--- src/rtl/pkt_tx_framer.sv ---
// Transmit-side packet framer: builds HB/CHE/TS/DATA/SOS packets and streams them as 16-bit words.
// Optional build macro SLOT_GATE_EN holds member DATA packets until their TDMA slot.
module pkt_tx_framer #(
  parameter logic [15:0] BCAST_ID = 16'hFFFF
) (
  input  logic        clk,
  input  logic        nrst,
  input  logic        tx_req,
  input  logic [2:0]  tx_type,
  input  logic [15:0] tx_dest,
  input  logic [15:0] tx_payload,
  output logic        tx_ack,
  input  logic [15:0] myNodeID,
  input  logic [15:0] hopsFromSink,
  input  logic [15:0] myQValue,
  input  logic [15:0] timeslot,
  input  logic        role,
  input  logic        low_E,
  input  logic        frame_start,
  input  logic        slot_tick,
  output logic [15:0] tx_data,
  output logic        tx_valid,
  input  logic        tx_ready,
  output logic        tx_last,
  output logic        busy,
  output logic        tx_done,
  output logic        tx_drop
);

  localparam logic [2:0] TYPE_HB   = 3'b000;
  localparam logic [2:0] TYPE_CHE  = 3'b001;
  localparam logic [2:0] TYPE_TS   = 3'b100;
  localparam logic [2:0] TYPE_DATA = 3'b101;
  localparam logic [2:0] TYPE_SOS  = 3'b110;

  localparam logic [1:0] ST_IDLE      = 2'd0;
  localparam logic [1:0] ST_SEND      = 2'd1;
`ifdef SLOT_GATE_EN
  localparam logic [1:0] ST_WAIT_SLOT = 2'd2;
`endif

  logic [1:0]  state;
  logic [2:0]  word_idx;
  logic [2:0]  last_idx;
  logic [15:0] pkt_word [8];

  logic        type_valid;
  logic        req_drop;
  logic        accept_ok;
  logic [7:0]  req_len;
  logic [15:0] hops_inc;
  logic [15:0] req_word [8];
  logic        gate_req;
  logic        slot_hit;

  // Request decode: the full packet image is assembled here so that acceptance
  // is a single snapshot of every field the packet uses.
  always_comb begin
    // NOTE: every output of this block gets a default first, so no path leaves a
    // value unassigned and no latch is inferred.
    for (int i = 0; i < 8; i++) req_word[i] = '0;
    type_valid  = 1'b1;
    req_len     = 8'd0;
    hops_inc    = (hopsFromSink == 16'hFFFF) ? 16'hFFFF : hopsFromSink + 16'd1;
    req_word[1] = myNodeID;
    case (tx_type)
      TYPE_HB: begin
        req_len     = 8'd5;
        req_word[2] = BCAST_ID;
        req_word[3] = hops_inc;
        req_word[4] = tx_payload;
      end
      TYPE_CHE: begin
        req_len     = 8'd5;
        req_word[2] = tx_dest;
        req_word[3] = hopsFromSink;
        req_word[4] = myQValue;
      end
      TYPE_TS: begin
        req_len     = 8'd5;
        req_word[2] = tx_dest;
        req_word[3] = hopsFromSink;
        req_word[4] = tx_payload;
      end
      TYPE_DATA: begin
        req_len     = 8'd6;
        req_word[2] = tx_dest;
        req_word[3] = hopsFromSink;
        req_word[4] = myQValue;
        req_word[5] = tx_payload;
      end
      TYPE_SOS: begin
        req_len     = 8'd3;
        req_word[2] = BCAST_ID;
      end
      default: type_valid = 1'b0;
    endcase
    req_word[0] = {tx_type, 5'b0, req_len};
    req_drop    = !type_valid || (tx_type == TYPE_HB && low_E);
  end

  assign tx_ack    = tx_req && (state == ST_IDLE) && nrst;
  assign accept_ok = tx_ack && !req_drop;

`ifdef SLOT_GATE_EN
  logic [15:0] slot_cnt;
  logic [15:0] slot_q;

  // Slot counter runs in every state; a frame start overrides a coincident tick.
  always_ff @(posedge clk) begin
    if (!nrst) begin
      slot_cnt <= '0;
    end else if (frame_start) begin
      slot_cnt <= '0;
    end else if (slot_tick && slot_cnt != 16'hFFFF) begin
      slot_cnt <= slot_cnt + 16'd1;
    end
  end

  always_ff @(posedge clk) begin
    if (accept_ok) slot_q <= timeslot;
  end

  // A member whose slot is already current at acceptance goes straight to SEND.
  assign gate_req = (tx_type == TYPE_DATA) && !role && (slot_cnt != timeslot);
  assign slot_hit = (slot_cnt == slot_q);
`else
  logic unused_slot_inputs;

  assign gate_req           = 1'b0;
  assign slot_hit           = 1'b1;
  assign unused_slot_inputs = &{1'b0, frame_start, slot_tick, role, timeslot};
`endif

  // NOTE: the packet image is pure datapath, only read while in SEND, so it is
  // loaded on acceptance and deliberately carries no reset.
  always_ff @(posedge clk) begin
    if (accept_ok) begin
      for (int i = 0; i < 8; i++) pkt_word[i] <= req_word[i];
    end
  end

  always_ff @(posedge clk) begin
    // NOTE: state registers use non-blocking assignments so every flop samples
    // the pre-edge values regardless of statement order.
    if (!nrst) begin
      state    <= ST_IDLE;
      word_idx <= '0;
      last_idx <= '0;
      tx_done  <= 1'b0;
      tx_drop  <= 1'b0;
    end else begin
      tx_done <= 1'b0;
      tx_drop <= 1'b0;
      case (state)
        ST_IDLE: begin
          if (tx_ack) begin
            if (req_drop) begin
              tx_drop <= 1'b1;
            end else begin
              word_idx <= '0;
              last_idx <= req_len[2:0] - 3'd1;
`ifdef SLOT_GATE_EN
              state    <= gate_req ? ST_WAIT_SLOT : ST_SEND;
`else
              state    <= ST_SEND;
`endif
            end
          end
        end
`ifdef SLOT_GATE_EN
        ST_WAIT_SLOT: begin
          if (slot_hit) state <= ST_SEND;
        end
`endif
        ST_SEND: begin
          if (tx_ready) begin
            if (word_idx == last_idx) begin
              state   <= ST_IDLE;
              tx_done <= 1'b1;
            end else begin
              word_idx <= word_idx + 3'd1;
            end
          end
        end
        default: state <= ST_IDLE;
      endcase
    end
  end

`ifndef SLOT_GATE_EN
  logic unused_gate;
  assign unused_gate = &{1'b0, gate_req, slot_hit};
`endif

  // Stream outputs derive from registered state, so they hold while stalled.
  assign tx_valid = (state == ST_SEND);
  assign tx_data  = tx_valid ? pkt_word[word_idx] : '0;
  assign tx_last  = tx_valid && (word_idx == last_idx);
  assign busy     = (state != ST_IDLE);

endmodule

--- config.mk ---
export PLATFORM = sky130hd
export DESIGN_NAME = pkt_tx_framer
export DESIGN_NICKNAME = d
export VERILOG_FILES = /design/src/rtl/pkt_tx_framer.sv
export SDC_FILE = /design/constraint.sdc
export NUM_CORES = 1
export LEC_CHECK = 0
export BUFFER_PORTS_ARGS = -buffer_cell sky130_fd_sc_hd__buf_4
export CORE_UTILIZATION = 53
export CTS_CLUSTER_DIAMETER = 200
export CTS_CLUSTER_SIZE = 30
export DETAILED_ROUTE_END_ITERATION = 10
export PLACE_DENSITY = 0.85
export SYNTH_ARGS = -nofsm -noshare
export SYNTH_HDL_FRONTEND = slang
export SYNTH_SLANG_ARGS = --single-unit
--- constraint.sdc ---
create_clock -name clk -period 3.4 [get_ports clk]
set_input_delay 0.17 -clock clk [delete_from_list [all_inputs] [get_ports clk]]
set_output_delay 0.17 -clock clk [all_outputs]
set_load 0.01 [all_outputs]
==> impl_results.md <==
- Maximum ir drop on the vdd rail: 0.262 mV
- Final hold slack: 0.0216 ns
- Design Area, Final: 6170 µm²
- Top-count cell post-synth: edfxtp_1
- Final Setup Violations: 0
- Cell variety after synth: 54
- Starting Density: 56.0%
- Critical-path top delay cell: nor2b_1
- Cell count after synthesis: 417
- Max-cap violations: 0
- Vias in the first global route: 3760
- Share of cells above drive strength 1: 30.4%
- Clock Tree Root: clkbuf_8
- H-tree depth: 3
- Max-slew violations: 0
- Antenna Violating Nets Remaining: 0
- CTS Buffer Depth: 2
- DRT Wirelength: 11900 µm
- RSZ-0062 raised after global routing: false
- Tmin final: 2.44 ns
- Fraction of power spent switching nets: 23.6%
- Largest area contributor in the netlist: edfxtp_1
- Die height: 98.9 µm
- Status: finished, final reports clean
- Number of failing hold endpoints at the final stage: 0
- Worst Skew: 0.0149 ns
- Vias per cell: 5.87
- Clock slew at reported path FFs: 0.08 ns
- Post-CTS Setup Inserts: 0
- Worst skew pair latency: 0.35 ns
- Comb power frac: 12.4%
- Die Area: 9780 µm²
- CP peak stage delay: 0.60 ns
- Synth Register Bits: 98
- Hold Startpoint: myNodeID[5]
- Synthesized area per cell: 11.9 µm²
- Internal: 1.81 mW
- Switching power: 0.560 mW
- Post-CTS Hold Buffers: 13
- Asr flop ratio synth: 0%
- Final setup TNS: 0 ns
- Cell row count: 34
- Average wire per standard cell: 18.5 µm
- Post-cts sizing count: 0
- DR DRC count: 0
- Final GP Congestion: 0.925
- Area contributors post-synth: edfxtp_1 52%, mux2i_1 6.4%, dfxtp_1 4.8%, and2_1 4.1%, mux4_2 2.7%
- Initial detailed-routing violation count: 224
- Placed cell area: 5840 µm²
- R2r startpoint: state[0]
- Crit path required time: 3.23 ns
- CP Capture Type: output pin
- Post-synth top area share: 51.9%
- Total Power: 2.37 mW
- Measured slew at the worst slew-check pin: 1.05 ns
- Final worst path period share: 71.7%
- Power share of the clock group: 30.0%
- Max-slew headroom: 30.0%
- IO Pins: 129
- CTS tree: built
- Critical Path Fanout Max: 18
- Largest net degree at the start of global routing: 42
- Min-Delay Path Class: input port to register
- Initial antenna violation count: 0
- Nets: 638
- Seq pwr share: 57.6%
- Top FF cell, synth: edfxtp_1
- Critical Path Most Common Cell: buf_4
- # clock sinks: 98
- TritonCTS Buffers: 9
- Critical Path AT: 2.27 ns
- Critical path cell sequence: buf_4 > nor2b_1 > a22oi_1 > o22ai_1 > and2_1 > buf_4
- Leak: 2.41 nW
- Number of port buffers: 109
- First-pass GRT wire length: 18800 µm
- Total GRT Usage: 25.2%
- Die X: 98.9 µm
- Post-synthesis cell area: 4980 µm²
- Global route total overflow: 0
- DP HPWL: 8510 µm
- Antenna diodes: 0
- Fmax: 410 MHz
- Core area: 8890 µm²
- Vias post-DR: 3765
- WS Path Type: register to output pin
- Area Growth Syn to Fin: 24.0%
- Cell Pwr Density: 384 nW/µm²
- Synth warn: 0
- Setup crit start kind: register
- Number of synthesized flops with an enable pin: 86
- Synth Net Count: 527
- Most frequent cells after synthesis: 86 x edfxtp_1, 33 x and2_1, 32 x mux2i_1
- DR pass1 iterations: 5
- Seq/Total Area, Yosys: 56.7%
flip-flops by register name, summed over array words and instances (netlist names), named ones only:
name / cells
pkt_word: 86
last_idx: 3
word_idx: 3
state: 1
tx_done: 1
tx_drop: 1
power by group through the flow:
stage                     Sequential (mW)  Combinational [mW]  Clock, mW
after global placement               1.39               0.270          0
after CTS                            1.37               0.292      0.723
final                                1.37               0.293      0.711
after global routing                 1.37               0.320      0.752
after detailed placement             1.39               0.278          0
after floorplan                      1.39               0.139          0
logic make-up (layout without fill, tap and decap cells):
family / after synthesis / in the layout / share of synthesized area [%]
AO/OA/AOI/OAI: 87 / 87 / 11.0
AND/OR/NAND/NOR: 133 / 133 / 15.2
adder cells (fa/ha/maj): 3 / 3 / 0.754
multiplexers: 48 / 48 / 11.4
flip-flops: 98 / 98 / 56.7
buffers and inverters: 43 / 159 / 4.07
XOR/XNOR: 5 / 5 / 0.880
area by class of cell:
type / count / area (µm²)
flip-flops and latches: 98 / 2820
repair buffers: 129 / 1020
multi-input cells: 276 / 1950
clock buffers: 11 / 153
inverters: 14 / 53.8
clock inverters: 5 / 36.3
well taps: 108 / 135
fillers: 615 / 2720
per-layer routing:
metal / share of wire (%) / wire [µm] / up-vias / track usage [%]
met4: 1.4 / 168 / 0 / 10.1
li1: - / - / 1796 / -
met5: 0 / 0 / - / 0
met1: 42 / 5010 / 1763 / 33.8
met2: 49 / 5860 / 189 / 41.4
met3: 6.9 / 813 / 17 / 3.55
layout by cell type (no fill, tap or decap), types with 2 or more instances in the layout:
cell,instances
a211oi_1,5
a21oi_1,14
a22oi_1,10
a311oi_1,2
a31oi_1,8
and2_1,33
and3_1,2
and4_1,2
and4b_2,2
buf_4,114
clkbuf_8,9
clkinv_2,3
clkinv_4,2
dfxtp_1,11
dlygate4sd3_1,14
edfxtp_1,86
ha_1,3
inv_1,12
mux2_2,10
mux2i_1,32
mux4_2,6
nand2_1,24
nand3_1,2
nand4_1,4
nand4b_1,3
nor2_1,31
nor2b_1,2
nor3_1,10
nor4_1,3
o211ai_1,3
o21ai_0,21
o22ai_1,17
or2_2,3
xor2_1,4
stage by stage:
step,util [%],instances,setup WS [ns]
after CTS,69.3,640,0.952
after global placement,65.7,611,1.26
after floorplan,-,417,0.213
final,69.4,641,0.964
after global routing,69.4,641,0.810
after detailed placement,65.7,611,1.17
path summary, 6_finish.rpt:
kind                    endpoint  slack [ns]  cells after the start
hold / removal    pkt_word[1][5]        0.02                      1
setup reg to reg     last_idx[1]        1.37                      6
setup / recovery      tx_data[8]        0.96                      6
hold reg to reg      last_idx[2]        0.51                      2
worst max-delay path, delay by kind of cell, from the launching register on:
| family | cells | cell delay, ns |
|---|---|---|
| compound gates | 2 | 0.43 |
| simple gates | 2 | 0.78 |
| buf+inv | 2 | 0.38 |
| flops | 1 | 0.33 |
Note: power is estimated with default switching activity, not from simulation.
